--- src/rtl/perf_counter_ctrl_if.sv ---
// perf_counter_ctrl_if: word-offset MMIO bus between core decode and the perf counter controller
interface perf_counter_ctrl_if #(parameter int ADDR_W = 3);
  logic [ADDR_W-1:0] addr;
  logic              we;
  logic [31:0]       wdata;
  logic              re;
  logic [31:0]       rdata;
  logic              rvalid;
  modport master (output addr, we, wdata, re, input rdata, rvalid);
  modport slave (input addr, we, wdata, re, output rdata, rvalid);
endinterface

--- src/rtl/perf_counter_ctrl.sv ---
// perf_counter_ctrl: MMIO controller for the cycle/instr counter pair; define PERF_IRQ_EN to add perf_irq
module perf_counter_ctrl #(
  parameter int          ADDR_W  = 3,
  parameter logic [31:0] WIN_RST = 32'd0
) (
  input  logic               clk,
  input  logic               rst,
  input  logic               core_stall,
  input  logic [31:0]        live_instr,
  input  logic [31:0]        live_cycle,
  output logic               cnt_reset,
  output logic               cnt_stall,
`ifdef PERF_IRQ_EN
  output logic               perf_irq,
`endif
  perf_counter_ctrl_if.slave mmio
);
  localparam logic [1:0] RUN = 2'd0, CLR = 2'd1, MEAS = 2'd2, HELD = 2'd3;
  logic [1:0]  state, state_nx;
  logic [31:0] window, snap_cycle, snap_instr, prev_cycle, prev_instr, rd_mux;
  logic        ovf_cycle, ovf_instr, win_done, prev_rst;
  logic        ctrl_wr, arm, clr, frz, unf, win_hit, snap, done_set, unf_hit, reset_nx, ovf_clr;
  logic        wrap_cycle, wrap_instr;
  assign cnt_stall = core_stall;
  // ARM outranks every other CTRL bit even when it is itself ignored for WINDOW==0
  assign ctrl_wr = mmio.we && mmio.addr == ADDR_W'(0);
  assign arm = ctrl_wr && mmio.wdata[3] && window != 32'd0 && state != CLR;
  assign clr = ctrl_wr && !mmio.wdata[3] && mmio.wdata[0];
  assign frz = ctrl_wr && !mmio.wdata[3] && !mmio.wdata[0] && mmio.wdata[1];
  assign unf = ctrl_wr && mmio.wdata[3:0] == 4'b0100;
  assign win_hit = state == MEAS && live_cycle == window;
  assign wrap_cycle = prev_cycle[31] && !live_cycle[31] && !prev_rst;
  assign wrap_instr = prev_instr[31] && !live_instr[31] && !prev_rst;
  always_ff @(posedge clk)
    if (rst) state <= RUN;
    else state <= state_nx;
  always_comb
    state_nx = arm ? CLR :
               state == CLR ? MEAS :
               win_hit || (frz && (state == RUN || state == MEAS)) ? HELD :
               unf && state == HELD ? RUN : state;
  always_comb begin
    snap = state_nx == HELD && state != HELD;
    done_set = win_hit && !arm;
    unf_hit = unf && state == HELD;
    reset_nx = clr || state_nx == CLR;
    ovf_clr = clr || arm;
  end
  always_comb
    rd_mux = mmio.addr == ADDR_W'(1) ? {27'd0, win_done, ovf_instr, ovf_cycle, state} :
             mmio.addr == ADDR_W'(2) ? (state == HELD ? snap_cycle : live_cycle) :
             mmio.addr == ADDR_W'(3) ? (state == HELD ? snap_instr : live_instr) :
             mmio.addr == ADDR_W'(4) ? window : 32'd0;
  always_ff @(posedge clk)
    if (rst) begin
      window <= WIN_RST;
      snap_cycle <= 32'd0;
      snap_instr <= 32'd0;
      prev_cycle <= 32'd0;
      prev_instr <= 32'd0;
      prev_rst <= 1'b0;
      cnt_reset <= 1'b0;
      ovf_cycle <= 1'b0;
      ovf_instr <= 1'b0;
      win_done <= 1'b0;
      mmio.rvalid <= 1'b0;
      mmio.rdata <= 32'd0;
    end else begin
      if (mmio.we && mmio.addr == ADDR_W'(4)) window <= mmio.wdata;
      if (snap) snap_cycle <= live_cycle;
      if (snap) snap_instr <= live_instr;
      prev_cycle <= live_cycle;
      prev_instr <= live_instr;
      prev_rst <= cnt_reset;
      cnt_reset <= reset_nx;
      ovf_cycle <= !ovf_clr && (ovf_cycle || wrap_cycle);
      ovf_instr <= !ovf_clr && (ovf_instr || wrap_instr);
      win_done <= done_set || (win_done && !unf_hit && !arm);
      mmio.rvalid <= mmio.re;
      mmio.rdata <= mmio.re ? rd_mux : 32'd0;
    end
`ifdef PERF_IRQ_EN
  logic stat_rd;
  assign stat_rd = mmio.re && mmio.addr == ADDR_W'(1);
  always_ff @(posedge clk)
    if (rst) perf_irq <= 1'b0;
    else perf_irq <= done_set || (perf_irq && !stat_rd && !unf_hit && !arm);
`endif
endmodule

--- src/flat_wrapper.sv ---
// flat-port wrapper written by rule: the top's interface ports become plain ports
module perf_counter_ctrl_flat 
#(
  parameter int          ADDR_W  = 3,
  parameter logic [31:0] WIN_RST = 32'd0
)
  (clk, rst, core_stall, live_instr, live_cycle, cnt_reset, cnt_stall, mmio_addr, mmio_we, mmio_wdata, mmio_re, mmio_rdata, mmio_rvalid);
  perf_counter_ctrl_if #(.ADDR_W(ADDR_W)) mmio_i ();
  input  logic clk;
  input  logic rst;
  input  logic core_stall;
  input  logic [31:0] live_instr;
  input  logic [31:0] live_cycle;
  output logic cnt_reset;
  output logic cnt_stall;
  input wire logic [$bits(mmio_i.addr)-1:0] mmio_addr;
  input wire logic [$bits(mmio_i.we)-1:0] mmio_we;
  input wire logic [$bits(mmio_i.wdata)-1:0] mmio_wdata;
  input wire logic [$bits(mmio_i.re)-1:0] mmio_re;
  output wire logic [$bits(mmio_i.rdata)-1:0] mmio_rdata;
  output wire logic [$bits(mmio_i.rvalid)-1:0] mmio_rvalid;
  assign mmio_i.addr = mmio_addr;
  assign mmio_i.we = mmio_we;
  assign mmio_i.wdata = mmio_wdata;
  assign mmio_i.re = mmio_re;
  assign mmio_rdata = mmio_i.rdata;
  assign mmio_rvalid = mmio_i.rvalid;
  perf_counter_ctrl #(.ADDR_W(ADDR_W), .WIN_RST(WIN_RST)) u_core (.clk(clk), .rst(rst), .core_stall(core_stall), .live_instr(live_instr), .live_cycle(live_cycle), .cnt_reset(cnt_reset), .cnt_stall(cnt_stall), .mmio(mmio_i));
endmodule
--- config.mk ---
export PLATFORM = sky130hd
export DESIGN_NAME = perf_counter_ctrl_flat
export DESIGN_NICKNAME = d
export VERILOG_FILES = /design/src/rtl/perf_counter_ctrl_if.sv /design/src/rtl/perf_counter_ctrl.sv /design/src/flat_wrapper.sv
export SDC_FILE = /design/constraint.sdc
export NUM_CORES = 1
export LEC_CHECK = 0
export CORE_UTILIZATION = 50
export CTS_CLUSTER_DIAMETER = 120
export CTS_CLUSTER_SIZE = 24
export DETAILED_ROUTE_END_ITERATION = 10
export HOLD_SLACK_MARGIN = 0.02
export PLACE_DENSITY = 0.84
export SLEW_MARGIN = 5
export SYNTH_ARGS = -nofsm -noshare
export SYNTH_HDL_FRONTEND = slang
export SYNTH_SLANG_ARGS = --single-unit
--- constraint.sdc ---
create_clock -name clk -period 4.2 [get_ports clk]
set_input_delay 0.42 -clock clk [delete_from_list [all_inputs] [get_ports clk]]
set_output_delay 0.42 -clock clk [all_outputs]
set_load 0.02 [all_outputs]
* Word-level counts from Yosys, hierarchy flattened
Index checks and enable logic that the tools add are counted.
Storage, ports and cells: flip-flop bits (word level) 200, bits in latches 0, bits in writable memories 0, bits in read-only memories 0, bits of input ports 104, output and inout bits 35, word-level logic and storage cells 81, memories kept 0
Operators by class: $add $sub $neg 0, multiply operators 0, div/mod/pow operators 0, $lt $le $gt $ge 0, equality and inequality tests 13, shifts and indexed selects 0, multiplexer cells 10, bitwise logic cells 1, reductions and logical operators 43
Operators with widths (number):
- $mux W32 | 5
- $eq A32 B32 Y1 | 1
- $reduce_bool A32 Y1 | 1
- $logic_and A1 B1 Y1 | 23
- $logic_not A1 Y1 | 8
- $mux W2 | 4
- $logic_or A1 B1 Y1 | 7
- $eq A2 B2 Y1 const B | 3
- $eq A3 B2 Y1 const B | 2
- $mux W5 | 1
- $eq A2 B1 Y1 const B | 2
- $eq A4 B3 Y1 const B | 1
- $eq A3 B1 Y1 const B | 1
- $eq A3 B3 Y1 const B | 1
- $logic_not A3 Y1 | 1
- $reduce_or A3 Y1 | 1
- $logic_not A2 Y1 | 1
- $ne A2 B1 Y1 const B | 1
- $ne A2 B2 Y1 const B | 1
- $reduce_or A2 Y1 | 1
- $not A1 Y1 | 1

* Longest topological paths before layout
Gate-level depths: netlist of the first run.
word-level depth 12, depth in mapped cells 9, depth with buffers taken out 6

* Worst setup path before layout of the first run
No wires, ideal clock.
path type in2reg, start point input mmio_addr[0], end point register u_core.snap_cycle[16], setup time 0.070 ns, arrival 2.036 ns, required time 4.130 ns, setup slack 2.094 ns, stages 9, path buffers 3, cell sequence or4b_4 nor3_4 and3b_1 buf_6 a31oi_4 buf_6 buf_6 nand3b_1 a21oi_1
Between the ends: cells in the longest elaborated chain, start to end 12, elaborated cells on any way between the ends 18, classes of those cells 1 x eq/ne; 4 x mux; 13 x reduce/logical
Ends and longest elaborated chain:
- start: declaration | RTL line flat_wrapper.sv:16 | input wire logic [$bits(mmio_i.addr)-1:0] mmio_addr;
- $logic_not A3 Y1 (*) | RTL line perf_counter_ctrl.sv:26 | assign ctrl_wr = mmio.we && mmio.addr == ADDR_W'(0);
- $logic_and A1 B1 Y1 (*) | RTL line perf_counter_ctrl.sv:26
- $logic_and A1 B1 Y1 (3 in a row) | RTL line perf_counter_ctrl.sv:29 | assign frz = ctrl_wr && !mmio.wdata[3] && !mmio.wdata[0] && mmio.wdata[1];
- $logic_and A1 B1 Y1 | RTL line perf_counter_ctrl.sv:40 | win_hit || (frz && (state == RUN || state == MEAS)) ? HELD :
- $logic_or A1 B1 Y1 | RTL line perf_counter_ctrl.sv:40
- $mux W2 | RTL line perf_counter_ctrl.sv:40
- $mux W2 | RTL line perf_counter_ctrl.sv:39 | state == CLR ? MEAS :
- $mux W2 (*) | RTL line perf_counter_ctrl.sv:38 | state_nx = arm ? CLR :
- $eq A2 B2 Y1 (*) | RTL line perf_counter_ctrl.sv:43 | snap = state_nx == HELD && state != HELD;
- $logic_and A1 B1 Y1 (*) | RTL line perf_counter_ctrl.sv:43
- end signal: assignment | RTL line perf_counter_ctrl.sv:70 | if (snap) snap_cycle <= live_cycle;
- end: declaration | RTL line perf_counter_ctrl.sv:20 | logic [31:0] window, snap_cycle, snap_instr, prev_cycle, prev_instr, rd_mux;
Mark *: on every way between the ends. The rest lies on a longest branch, timed or not. A chain may end at the register's enable or synchronous reset.

* Worst setup path after layout of the first run
start point input mmio_addr[1], end point register u_core.snap_instr[26]
Between the ends: cells in the longest elaborated chain, start to end 12, elaborated cells on any way between the ends 18, classes of those cells 1 x eq/ne; 4 x mux; 13 x reduce/logical
Ends and longest elaborated chain:
- $logic_not A3 Y1 (*) | RTL line perf_counter_ctrl.sv:26
- $logic_and A1 B1 Y1 (*) | RTL line perf_counter_ctrl.sv:26
- $logic_and A1 B1 Y1 (3 in a row) | RTL line perf_counter_ctrl.sv:29
- $logic_and A1 B1 Y1 | RTL line perf_counter_ctrl.sv:40
- $logic_or A1 B1 Y1 | RTL line perf_counter_ctrl.sv:40
- $mux W2 | RTL line perf_counter_ctrl.sv:40
- $mux W2 | RTL line perf_counter_ctrl.sv:39
- $mux W2 (*) | RTL line perf_counter_ctrl.sv:38
- $eq A2 B2 Y1 (*) | RTL line perf_counter_ctrl.sv:43
- $logic_and A1 B1 Y1 (*) | RTL line perf_counter_ctrl.sv:43
- end signal: assignment | RTL line perf_counter_ctrl.sv:71 | if (snap) snap_instr <= live_instr;
- end: declaration | RTL line perf_counter_ctrl.sv:20
Marks and branches as above.

==> results.cfg, run 1 <==
[critical_path]
critPathBufInv = 2
r2r-start = u_core.state[0]
r2r_setup_slack_ps = 1360
crit_required_ps = 4480
cp.arrival_ps = 3230
crit_family = simple AND/OR/NAND/NOR gates
ff2ff_path_depth = 5
path_depth = 8
crit_type = primary input to flip-flop
crit_path_end = u_core.snap_instr[26]
startpoint = mmio_addr[1]
startpoint_type = primary input
rr_endpoint = u_core.mmio.rdata[16]
worst_setup_path_end_kind = flip-flop
crit_slowest_cell = or4b_4
path_max_fanout = 70
critPathMaxStageDelay_ps = 580
cp_cell_sequence = clkdlybuf4s50_1 > or4b_4 > nor3_4 > and3b_1 > a31oi_4 > buf_4 > o21ai_0 > a21oi_1

[yosys]
ys_seq_area_frac = 0.4136
ys_seq_elements = 138
synth_simple_gate_area_share = 0.1628
synth_xor_area_frac = 0.04196
synth_cell_types = 42
synth_area_per_cell_um2 = 8.217
synth_mux_area_frac = 0.04683
synth_fp_nets = 917
netlist_instances = 813
synth_compound_area_frac = 0.2843
synth_top_family_by_area = compound AO/OA/AOI/OAI gates
syn_area_um2 = 6680
synthAdderAreaFrac = 0
synth_area_leaders = dfxtp_1 41%, a21oi_1 11%, nand2_1 7.8%, o21ai_0 5.0%, mux2i_1 4.3%
synth_top_area_share = 0.4136
yosysTopAreaCell = dfxtp_1
yosysWarnings = 0

[min_path]
hp-class = flip-flop to flip-flop

[detailed_routing]
wire_per_inst_um = 19.39
drtIter0Drc = 811
drt_wl_total_um = 21060
ant_nets = 0
vias_per_cell = 6.164
first_pass_iters = 5
vias = 6694
drc_errors = 0

[power_and_ir_drop]
p_clk_frac = 0.454
seq_power_share = 0.432
vdd_drop_max_mv = 0.2680
combPwrFrac = 0.113
p_sw_uw = 726.9
p_int_mw = 2.393
leakage_nw = 3.017
p_per_area_nw_per_um2 = 360.6
swShare = 0.2330

[grt]
overflow = 0
met1_usage = 0.4094
antenna_found_initial = 0
grt_pass1_wl_um = 33190
track_usage = 0.3067
gr-max-usage-layer = met2
grtUsageMet2 = 0.4630
grt_pass1_vias = 6208
grt_max_degree = 71
grtUsageMet3 = 0.08043

[timing]
max_slew.worst_pin.slew_ps = 1286
max_freq_ghz = 0.3393
clock_skew_ps = 7.806
hold_viol_final = 0
rsz0062_at_grt = no
setup_viol = 0
drv_slew = 0
period_share = 0.7018
setup_tns_ps = 0
layout_min_cycle_time_ps = 2947
relSlewSlack = 0.1417
hold_slack_ps = 472.2

[final_layout]
syn_to_final_growth_pct = 29.52
nNetsFinal = 1009
multi_input_area_um2 = 3623
seq_area_um2 = 2763
fill_cells = 1046
layout-drive-gt1-share = 0.05799
antenna_cells = 0

[cts]
clkLatencyLatePin_ps = 430
h-tree-depth = 4
cts.sinks = 138
cts_hold_buf = 0
clockBufferDepth = 2
cts_made_buffers = 17
cts_tree = built
ctsResizeCount = 0
clk_pin_slew_ps = 60
post_cts_buffers = 0
cts-root-buf = clkbuf_16

[die]
io_pins = 139
chipHeight_um = 117.6
core_area_um2 = 12820
initial_core_util = 0.5209
fp.dieArea_um2 = 13830
die_x_um = 117.6
row_count = 41

[placement]
place_hpwl_um = 13810
io_buffer_count = 136
gp_congestion = 0.9203

[job]
cap_violations = 0

[run_status]
status = completed
synthesized netlist by cell type, drive strengths merged:
cell	count
a2bb2oi	1
o2111ai	1
nor2	3
dfxtp	138
o211a	1
xor2	1
a21boi	1
mux2	2
nand2	139
o31ai	1
buf	16
nor2b	10
nand4	9
nor3	2
o21ai	68
nand2b	4
nand3	3
a311oi	27
nor4b	2
xnor2	31
o21a	1
o22a	27
a21oi	142
o2bb2ai	1
nand3b	28
o211ai	35
and2	6
and3b	2
clkbuf	64
o221ai	3
or4b	1
and3	1
a31oi	2
mux2i	29
nor4	9
nor3b	2
per-stage QoR:
| stage | worst slack, ps | area [µm²] | cells | total power, mW | utilization |
|---|---|---|---|---|---|
| floorplan | 2094 | 6680 | 813 | 1.529 | - |
| global placement | 1035 | 8098 | 1058 | 1.717 | 0.6314 |
| detailed placement | 924.4 | 8098 | 1058 | 1.719 | 0.6314 |
| CTS | 1357 | 8652 | 1086 | 3.122 | 0.6746 |
| global route | 1115 | 8652 | 1086 | 3.221 | 0.6746 |
| finish | 1253 | 8652 | 1086 | 3.120 | 0.6746 |
layer usage:
metal | vias up | wire (µm)
met5 | - | 0
met4 | 0 | 720
met3 | 65 | 2342
met2 | 403 | 9186
met1 | 3110 | 8807
li1 | 3116 | -
cells in the final DEF (no fill, tap or decap), types with 2 or more instances in the layout:
master / n
o22a_1: 27
clkbuf_1: 3
nand4_1: 9
nor2b_1: 9
o221ai_1: 3
dfxtp_1: 138
nor3b_1: 2
nand2b_1: 4
nand3_1: 3
o211ai_1: 35
o21ai_0: 67
mux2i_1: 29
and3b_1: 2
nand3b_1: 28
nand2_1: 138
a21oi_1: 142
nor2_1: 2
xnor2_1: 31
and2_1: 6
nor4b_1: 2
clkbuf_8: 6
mux2_2: 2
clkdlybuf4s50_1: 135
buf_4: 16
clkbuf_16: 17
nor4_1: 9
a311oi_1: 27
how the worst min path moves through the flow:
| stage | from | to | slack (ps) | depth (start not counted) |
|---|---|---|---|---|
| 3_3_place_gp | u_core.cnt_reset | u_core.prev_rst | 450 | 1 |
| 5_1_grt | u_core.snap_cycle[20] | u_core.mmio.rdata[20] | 490 | 2 |
| 2_1_floorplan | u_core.ovf_cycle | u_core.ovf_cycle | 440 | 1 |
| 4_1_cts | u_core.snap_instr[1] | u_core.snap_instr[1] | 470 | 2 |
| 6_report | u_core.snap_instr[6] | u_core.snap_instr[6] | 470 | 2 |
| 3_5_place_dp | u_core.snap_instr[1] | u_core.snap_instr[1] | 460 | 2 |
state kept, by name, summed over array words and instances, names as in the netlist:
signal              flops
u_core.prev_rst         1
u_core.snap_instr      32
u_core.ovf_cycle        1
u_core.mmio.rvalid      1
u_core.snap_cycle      32
u_core.win_done         1
u_core.window          32
u_core.ovf_instr        1
u_core.cnt_reset        1
u_core.prev_cycle       1
u_core.prev_instr       1
u_core.state            2
u_core.mmio.rdata      32
area by class of cell:
| class | count | share of cell area |
|---|---|---|
| clock inverters | 2 | 0.004049 |
| well taps | 172 | 0.02487 |
| clock buffers | 26 | 0.06001 |
| repair buffers | 153 | 0.1730 |
| multi-input cells | 595 | 0.4188 |
| flip-flops and latches | 138 | 0.3193 |
power groups by stage:
stage	Combinational, mW	Clock [mW]	Sequential [mW]
detailed placement	0.343	0	1.38
global route	0.374	1.50	1.35
global placement	0.342	0	1.38
floorplan	0.149	0	1.38
finish	0.353	1.42	1.35
CTS	0.346	1.43	1.35
cell families after synthesis:
logic type,after synthesis
buffers and inverters,80
AND/OR/NAND/NOR,221
AO/OA/AOI/OAI,311
multiplexers,31
flip-flops,138
XOR/XNOR,32
tightest hold or removal path: stages (launching register included):
cell and delay [ps]:
dfxtp_1 300, o21ai_0 60, a21oi_1 60
Power figures use the tool's default switching activity.
==> run 2, diff against run 1 <==
--- a/config.mk
+++ b/config.mk
@@ -5,12 +5,12 @@
 export SDC_FILE = /design/constraint.sdc
 export NUM_CORES = 1
 export LEC_CHECK = 0
-export CORE_UTILIZATION = 50
+export CORE_UTILIZATION = 47
 export CTS_CLUSTER_DIAMETER = 120
 export CTS_CLUSTER_SIZE = 24
 export DETAILED_ROUTE_END_ITERATION = 10
 export HOLD_SLACK_MARGIN = 0.02
-export PLACE_DENSITY = 0.84
+export PLACE_DENSITY = 0.83
 export SLEW_MARGIN = 5
 export SYNTH_ARGS = -nofsm -noshare
 export SYNTH_HDL_FRONTEND = slang
==> constraint.sdc (replaced) <==
create_clock -name clk -period 2.35 [get_ports clk]
set_input_delay 0.235 -clock clk [delete_from_list [all_inputs] [get_ports clk]]
set_output_delay 0.235 -clock clk [all_outputs]
set_load 0.02 [all_outputs]
==> run 2 against run 1 <==
Net effect: cell count up 4.1%; final area grew 5.7%; combinational power up 93%; via count rose by 4.8%; sequential share of layout area is 1.7 points lower; clock skew is 3.4 ps higher; critical endpoint is now u_core.snap_instr[18].
==> results.cfg, run 2 (synthesis results as in run 1) <==
[timing]
hold_slack_ps = 236.8
max_slew.worst_pin.slew_ps = 495.1
fin_ws_ps = 52.55
setup_viol = 0
drv_slew = 0
rsz0062_at_grt = no
hold_viol_final = 0
layout_min_cycle_time_ps = 2297
max_freq_ghz = 0.4353
setup_tns_ps = 0
clock_skew_ps = 11.19
period_share = 0.9776
relSlewSlack = 0.6700

[detailed_routing]
drtIter0Drc = 1256
first_pass_iters = 7
drc_errors = 0
vias = 7012
drt_wl_total_um = 22020
vias_per_cell = 6.205
ant_nets = 0
wire_per_inst_um = 19.48

[die]
fp.dieArea_um2 = 14690
row_count = 43
io_pins = 139
chipHeight_um = 121.2
die_x_um = 121.2
initial_core_util = 0.4813
core_area_um2 = 13880

[job]
cap_violations = 0

[final_layout]
seq_area_um2 = 2763
final_common_cell = a21oi_1
final_core_util = 0.6586
syn_to_final_growth_pct = 36.84
nNetsFinal = 1041
final_cell_mix = 142 x a21oi_1, 138 x nand2_1, 138 x dfxtp_1
antenna_cells = 0
fill_cells = 1139
multi_input_area_um2 = 3630
layout-drive-gt1-share = 0.09684

[placement]
io_buffer_count = 136
place_hpwl_um = 14830
gp_congestion = 0.9402
post-place-ws_ps = -32.27

[critical_path]
cp.arrival_ps = 2650
critPathMaxStageDelay_ps = 380
path_max_fanout = 31
crit_required_ps = 2700
crit_slowest_cell = o211a_1
crit_type = flip-flop to flip-flop
startpoint_type = flip-flop
worst_setup_path_end_kind = flip-flop
cp_cell_sequence = nor4_1 > nand4_1 > o211a_1 > o2bb2ai_4 > buf_12 > o211ai_1 > a21oi_1

[grt]
track_usage = 0.3029
grt_max_degree = 61
grt_pass1_vias = 6440
antenna_found_initial = 0
grt_pass1_wl_um = 33820
overflow = 0

[power_and_ir_drop]
seq_power_share = 0.406
p_per_area_nw_per_um2 = 647.9
p_int_mw = 4.491
swShare = 0.2418
vdd_drop_max_mv = 0.5452
combPwrFrac = 0.115
p_sw_mw = 1.432
p_clk_frac = 0.479
leakage_nw = 3.271

[cts]
clkLatencyLatePin_ps = 430
cts-root-buf = clkbuf_16
cts.sinks = 138
ctsResizeCount = 0
cts_hold_buf = 0
h-tree-depth = 4
cts_made_buffers = 17
cts_tree = built
clk_pin_slew_ps = 60
clockBufferDepth = 2
post_cts_buffers = 0

[run_status]
status = completed

[min_path]
hp-class = primary input to flip-flop
## run 2: changes by cell type in the layout (fill, tap and decap cells not counted), sizes merged
cell,delta
buf,+32
bufinv,+3
clkbuf,-8
clkinv,+3
clkinvlp,+4
inv,+2
## run 2: power by group through the flow
stage	combinational, mW	clock, mW	sequential [mW]
2_1_floorplan	0.266	0	2.47
3_3_place_gp	0.660	0	2.45
3_5_place_dp	0.664	0	2.46
4_1_cts	0.669	2.84	2.40
5_1_grt	0.719	2.98	2.41
6_report	0.682	2.84	2.41
## run 2: path summary, 6_finish.rpt
path / end / depth (start not counted) / slack [ps] / startpoint
worst max-delay path: u_core.snap_instr[18] / 7 / 50 / u_core.window[17]
worst min-delay path: u_core.window[1] / 2 / 240 / rst
worst max register to register: u_core.snap_instr[18] / 7 / 50 / u_core.window[17]
worst min register to register: u_core.prev_rst / 1 / 460 / u_core.cnt_reset
## run 2: layout make-up
type	count	area share
clock buffers	18	0.04695
clock inverters	14	0.02135
multi-input cells	595	0.3971
flip-flops and latches	138	0.3022
well taps	180	0.02464
repair buffers	185	0.2078
## run 2: per-layer routing
metal / global-route usage / wire length [µm] / up-vias
met2: 0.4589 / 9922 / 464
met5: 0 / 0 / -
met4: 0.1481 / 880 / 0
met3: 0.09023 / 2329 / 89
met1: 0.3911 / 8885 / 3269
li1: - / - / 3190
## run 2: critical path, delay by kind of cell, from the launching register on
family                 cells  cell delay [ps]
buffers and inverters      1              230
AO/OA/AOI/OAI              4              970
AND/OR/NAND/NOR            2              670
flip-flops                 1              350
## run 2: metrics by stage
stage                     total power, mW  instance area [µm²]  instances
after floorplan                     2.732                 6680        813
final                               5.923                 9141       1130
after CTS                           5.915                 9135       1130
after global routing                6.104                 9141       1130
after global placement              3.114                 8511       1098
after detailed placement            3.119                 8511       1098
==> run 3, diff against run 2 <==
--- a/config.mk
+++ b/config.mk
@@ -5,6 +5,7 @@
 export SDC_FILE = /design/constraint.sdc
 export NUM_CORES = 1
 export LEC_CHECK = 0
+export ABC_AREA = 1
 export CORE_UTILIZATION = 47
 export CTS_CLUSTER_DIAMETER = 120
 export CTS_CLUSTER_SIZE = 24
==> run 3 against run 2 <==
Net effect: critical path depth rose by 1; global-route usage shrank 1.2 points; critical path type unchanged; worst hold slack better by 180 ps; final area rose by 2.2%; clock power decreased by 2%.
==> results.cfg, run 3 <==
[run_status]
status = completed

[detailed_routing]
drtIter0Drc = 969
drc_errors = 0
vias_per_cell = 5.461
drt_wl_total_um = 22080
first_pass_iters = 5
vias = 7694
wire_per_inst_um = 15.67
ant_nets = 0

[final_layout]
antenna_cells = 0
final_cell_mix = 272 x nand2_1, 139 x inv_1, 138 x dfxtp_1
nNetsFinal = 1316
syn_to_final_growth_pct = 33.30
final_common_cell = nand2_1
layout-drive-gt1-share = 0.07755
final_cell_count_no_fill = 1409

[timing]
period_share = 0.9017
rsz0062_at_grt = no
setup_tns_ps = 0
max_freq_ghz = 0.4719
relSlewSlack = 0.5977
layout_min_cycle_time_ps = 2119
hold_slack_ps = 417.5
setup_viol = 0
clock_skew_ps = 8.278
fin_ws_ps = 231.0
max_slew.worst_pin.slew_ps = 588.2
drv_slew = 0
hold_viol_final = 0

[cts]
cts_hold_buf = 0
h-tree-depth = 4
clockBufferDepth = 2
cts.sinks = 138
clkLatencyLatePin_ps = 440
cts-root-buf = clkbuf_16
post_cts_buffers = 0
clk_pin_slew_ps = 60
cts_tree = built
ctsResizeCount = 0
cts_made_buffers = 17

[grt]
grt_pass1_wl_um = 34110
track_usage = 0.2906
antenna_found_initial = 0
grt_max_degree = 67
overflow = 0
grt_pass1_vias = 6961

[critical_path]
cp.arrival_ps = 2490
crit_required_ps = 2720
startpoint = u_core.window[6]
r2r-start = u_core.window[6]
rr_endpoint = u_core.snap_cycle[10]
path_max_fanout = 27
crit_type = flip-flop to flip-flop
startpoint_type = flip-flop
r2r_setup_slack_ps = 230
worst_setup_path_end_kind = flip-flop
ff2ff_path_depth = 8
crit_path_end = u_core.snap_cycle[10]

[placement]
place_hpwl_um = 14850
gp_congestion = 0.8743
io_buffer_count = 136
post-place-ws_ps = -48.36
placed_cells = 1377

[yosys]
synthArstFlopShare = 0
yosysMostFrequentCell = nand2_1
synth-edff-count = 0
synth_fp_nets = 1181
synth_area_leaders = dfxtp_1 39%, nand2_1 15%, inv_1 7.4%, nor2_1 7.0%, a21oi_1 6.4%
synth_area_per_cell_um2 = 6.506
netlist_instances = 1077
ys_seq_area_frac = 0.3943
synth_cell_types = 36
synth_top_area_share = 0.3943
ys_top_cells_by_count = 272 x nand2_1, 139 x inv_1, 138 x dfxtp_1
syn_area_um2 = 7007
ys_seq_elements = 138
synth-main-ff-cell = dfxtp_1
yosysTopAreaCell = dfxtp_1
yosysWarnings = 0

[power_and_ir_drop]
p_total_mw = 5.829
p_int_mw = 4.396
p_sw_mw = 1.434
swShare = 0.2459
p_clk_frac = 0.476
combPwrFrac = 0.113
vdd_drop_max_mv = 0.4974
leakage_nw = 3.949
seq_power_share = 0.412
p_per_area_nw_per_um2 = 624.1

[die]
io_pins = 139
fp.dieArea_um2 = 15400
row_count = 44
initial_core_util = 0.4821
chipHeight_um = 124.1
die_x_um = 124.1
core_area_um2 = 14530

[min_path]
whs_path_depth = 3
hp-class = primary input to flip-flop

[job]
cap_violations = 0
## run 3: cell types whose count changed after synthesis, moves of 9 or more
cell	previous run	this run
nor2_1	3	131
nand3b_1	28	6
o22a_1	27	0
a21oi_1	142	89
buf_2	9	18
a311oi_1	27	1
inv_1	0	139
nor2b_1	10	0
nand3_1	3	12
xnor2_1	31	8
mux2i_1	29	0
nand2_1	139	272
clkbuf_1	64	29
nor3_1	1	70
## run 3: worst min path at each step
stage | startpoint | to | slack, ps
after detailed placement | u_core.cnt_reset | u_core.prev_rst | 420
after CTS | live_instr[31] | u_core.prev_instr[31] | 400
after global placement | u_core.cnt_reset | u_core.prev_rst | 410
after global routing | live_instr[31] | u_core.prev_instr[31] | 420
after floorplan | rst | u_core.prev_rst | 310
final | live_instr[31] | u_core.prev_instr[31] | 420
## run 3: cell families after synthesis
family	after synthesis	share of synthesized area
AOI/OAI and AO/OA	202	0.1621
DFF	138	0.3943
and+or+nand+nor	521	0.3116
buffers and inverters	206	0.1195
xor gates and xnor gates	10	0.01250
## run 3: stage by stage
stage	util	instance area (µm²)
finish	0.6426	9340
detailed placement	0.6011	8736
global placement	0.6011	8736
floorplan	-	7007
CTS	0.6426	9340
global route	0.6426	9340
## run 3: cell type report
| cell class | instances | area, µm² |
|---|---|---|
| flip-flops and latches | 138 | 2763 |
| clock inverters | 12 | 147.6 |
| repair buffers | 177 | 1782 |
| clock buffers | 20 | 456.7 |
| inverters | 145 | 544.3 |
| well taps | 184 | 230.2 |
| multi-input cells | 733 | 3417 |
| fillers | 1278 | 5194 |
## run 3: per-layer routing
metal	part of all wire	track usage	up-vias
met2	0.47	0.4693	427
met3	0.094	0.05952	56
met5	0	0	-
met1	0.41	0.3743	3500
li1	-	-	3711
met4	0.025	0.1228	0
## run 3: power groups by stage
stage	sequential (mW)	combinational, mW	clock [mW]
final	2.40	0.657	2.77
after global routing	2.40	0.702	2.89
after CTS	2.40	0.647	2.78
after detailed placement	2.45	0.638	0
after global placement	2.45	0.635	0
after floorplan	2.46	0.267	0
## run 3: critical path: stages, from the launching register on
cell	delay (ps)
dfxtp_1	330
nor4_1	540
nand4_1	180
o21ai_2	230
nand4_2	270
buf_12	250
nand2_1	80
nand2_1	60
nor2_1	90
==> variant (config.mk and constraints of run 3) <==
`prev_instr` no longer has a reset.
--- a/src/rtl/perf_counter_ctrl.sv
+++ b/src/rtl/perf_counter_ctrl.sv
@@ -57,7 +57,6 @@
       snap_cycle <= 32'd0;
       snap_instr <= 32'd0;
       prev_cycle <= 32'd0;
-      prev_instr <= 32'd0;
       prev_rst <= 1'b0;
       cnt_reset <= 1'b0;
       ovf_cycle <= 1'b0;
@@ -70,7 +69,6 @@
       if (snap) snap_cycle <= live_cycle;
       if (snap) snap_instr <= live_instr;
       prev_cycle <= live_cycle;
-      prev_instr <= live_instr;
       prev_rst <= cnt_reset;
       cnt_reset <= reset_nx;
       ovf_cycle <= !ovf_clr && (ovf_cycle || wrap_cycle);
@@ -79,6 +77,10 @@
       mmio.rvalid <= mmio.re;
       mmio.rdata <= mmio.re ? rd_mux : 32'd0;
     end
+
+  always_ff @(posedge clk) begin
+    prev_instr <= live_instr;
+  end
 `ifdef PERF_IRQ_EN
   logic stat_rd;
   assign stat_rd = mmio.re && mmio.addr == ADDR_W'(1);
Formal check against the unedited RTL: not equivalent (Yosys sat finds a counterexample within 4 cycles, from zero or initial values and one cycle with rst high).
==> variant against run 3 <==
Sequential share of layout area rose by 1.5 points. Combinational power fell by 8.5%. Non-clock buffer count is 18 lower. Final cell count is 3.6% lower. Wire length is 8.2% lower. Synthesized area fell by 4.3%. Maximum frequency grew 1.2%. Power decreased by 0.63%. First-iteration DRC count down 12%. Final area decreased by 4.7%. Sequential cell count unchanged. Worst setup slack improved by 0.025 ns. Utilization decreased by 0.16 points. Highest routed layer unchanged.
==> variant: results (changes against run 3) <==
Routing
  – DR vias/cell: 5.177 (-5.2%)
  – Detailed router's first-iteration violation count: 852 (-12%)
  – Wire per inst: 14.93 um (-4.7%)

Synth
  – Yosys cell types: 30 (-17%)
  – Synth warn: 0 (unchanged)
  – Dominant synthesized flop cell: dfxtp_1
  – Commonest cells post-synth: nand2_1, nor2_1, inv_1
  – Synth area leaders: dfxtp_1, nand2_1, nor2_1
  – Syn_area_per_cell: 6.426 um2 (-1.2%)
  – Syn_nets: 1147 (-2.9%)
  – Post-synthesis sequential area ratio: 41.22% (+1.8 points)

Worst setup path
  – Worst path max stage delay: 0.51 ns (-0.03 ns)
  – Setup slack, reg-to-reg: 0.26 ns (+0.02 ns)
  – Max FO, Critical Path: 55 (+100%)
  – Data arrival, critical path: 2.46 ns (-0.03 ns)
  – Worst r2r dst: u_core.snap_cycle[17]$_SDFFE_PP0P_

Cells and area
  – Finished Layout Cells: 1358 (-3.6%)
  – Nets: 1270 (-3.5%)
  – Share of cells above drive strength 1: 6.197% (-1.6 points)
  – Number of fill cells: 1216 (-4.9%)

Place
  – Final HPWL DP: 13940 um (-6.2%)
  – Place WS: 0.08900 ns (+0.1374 ns)
  – Gpl congestion: 0.8986 (+2.8%)

Min path
  – Worst-case hold path end point: u_core.prev_instr[31]$_DFF_P_
  – WHS Path Cells: 1 (-2)

Clock network
  – CTS Buf Count: 17 (unchanged)
  – H-tree levels: 4 (unchanged)

Power
  – Max IR drop VDD: 0.5328 mV (+7.1%)
  – Internal: 4461 uW (+1.5%)
  – Leakage: 0.004038 uW (+2.3%)

STA
  – Fin Hold WS: 0.4054 ns (-0.01217 ns)
  – Peak Freq: 0.4775 GHz (+1.2%)
  – Worst slew margin: 60.44% (+0.66 points)
  – Final clock skew: 0.004734 ns (-0.003544 ns)

GRT
  – Largest net degree at the start of global routing: 98 (+46%)
  – GRT Total Usage: 28.01% (-1.0 points)
  – Vias in the first global route: 6069 (-13%)
  – First-pass GRT wire length: 30960 um (-9.2%)

Status
  – Outcome: completed
variant: metrics by stage:
| stage | util (%) | instance area, um2 |
|---|---|---|
| after floorplan | - | 6703 |
| after global placement | 59.69 | 8285 |
| after detailed placement | 59.69 | 8285 |
| after CTS | 64.11 | 8899 |
| after global routing | 64.11 | 8899 |
| final | 64.11 | 8899 |
variant: critical path: cells and delay by family (launching register included):
kind,cells,cell delay [ns]
compound gates,1,0.41
buf+inv,1,0.21
flops,1,0.34
simple gates,6,1.05
variant: worst max-delay path by stage:
stage | startpoint | to | cells past startpoint
floorplan | u_core.state[1]$_SDFF_PP0_ | u_core.snap_cycle[31]$_SDFFE_PP0P_ | 13
global placement | mmio_addr[2] | u_core.mmio.rdata[22]$_SDFF_PP0_ | 6
detailed placement | live_cycle[29] | u_core.snap_cycle[13]$_SDFFE_PP0P_ | 15
CTS | u_core.window[6]$_SDFFE_PP0P_ | u_core.snap_cycle[3]$_SDFFE_PP0P_ | 8
global route | u_core.window[6]$_SDFFE_PP0P_ | u_core.snap_instr[6]$_SDFFE_PP0P_ | 8
finish | u_core.window[6]$_SDFFE_PP0P_ | u_core.snap_cycle[17]$_SDFFE_PP0P_ | 8
variant: routing by layer:
metal	track usage (%)	routed length, um	vias to the layer above
met5	0	0	-
met4	16.20	865	0
met3	6.250	1808	58
met2	41.12	8981	348
met1	37.53	8622	3142
li1	-	-	3482
variant: power by group through the flow:
stage | Clock [uW] | Sequential [uW] | Combinational (uW)
2_1_floorplan | 0 | 2470 | 239
3_3_place_gp | 0 | 2460 | 583
3_5_place_dp | 0 | 2460 | 584
4_1_cts | 2800 | 2410 | 592
5_1_grt | 2910 | 2410 | 644
6_report | 2780 | 2410 | 601
variant: final cells by class:
class | count | share of cell area [%]
multi-input cells | 696 | 34.81
flip-flops and latches | 138 | 31.05
repair buffers | 159 | 18.22
inverters | 154 | 6.496
clock buffers | 23 | 5.596
well taps | 180 | 2.531
clock inverters | 8 | 1.294
variant: cell families after synthesis:
group	Yosys count	share of synthesized area, %
AOI/OAI and AO/OA	201	16.69
xor gates and xnor gates	6	0.7840
DFF	138	41.22
buffers and inverters	209	12.82
and+or+nand+nor	489	28.49
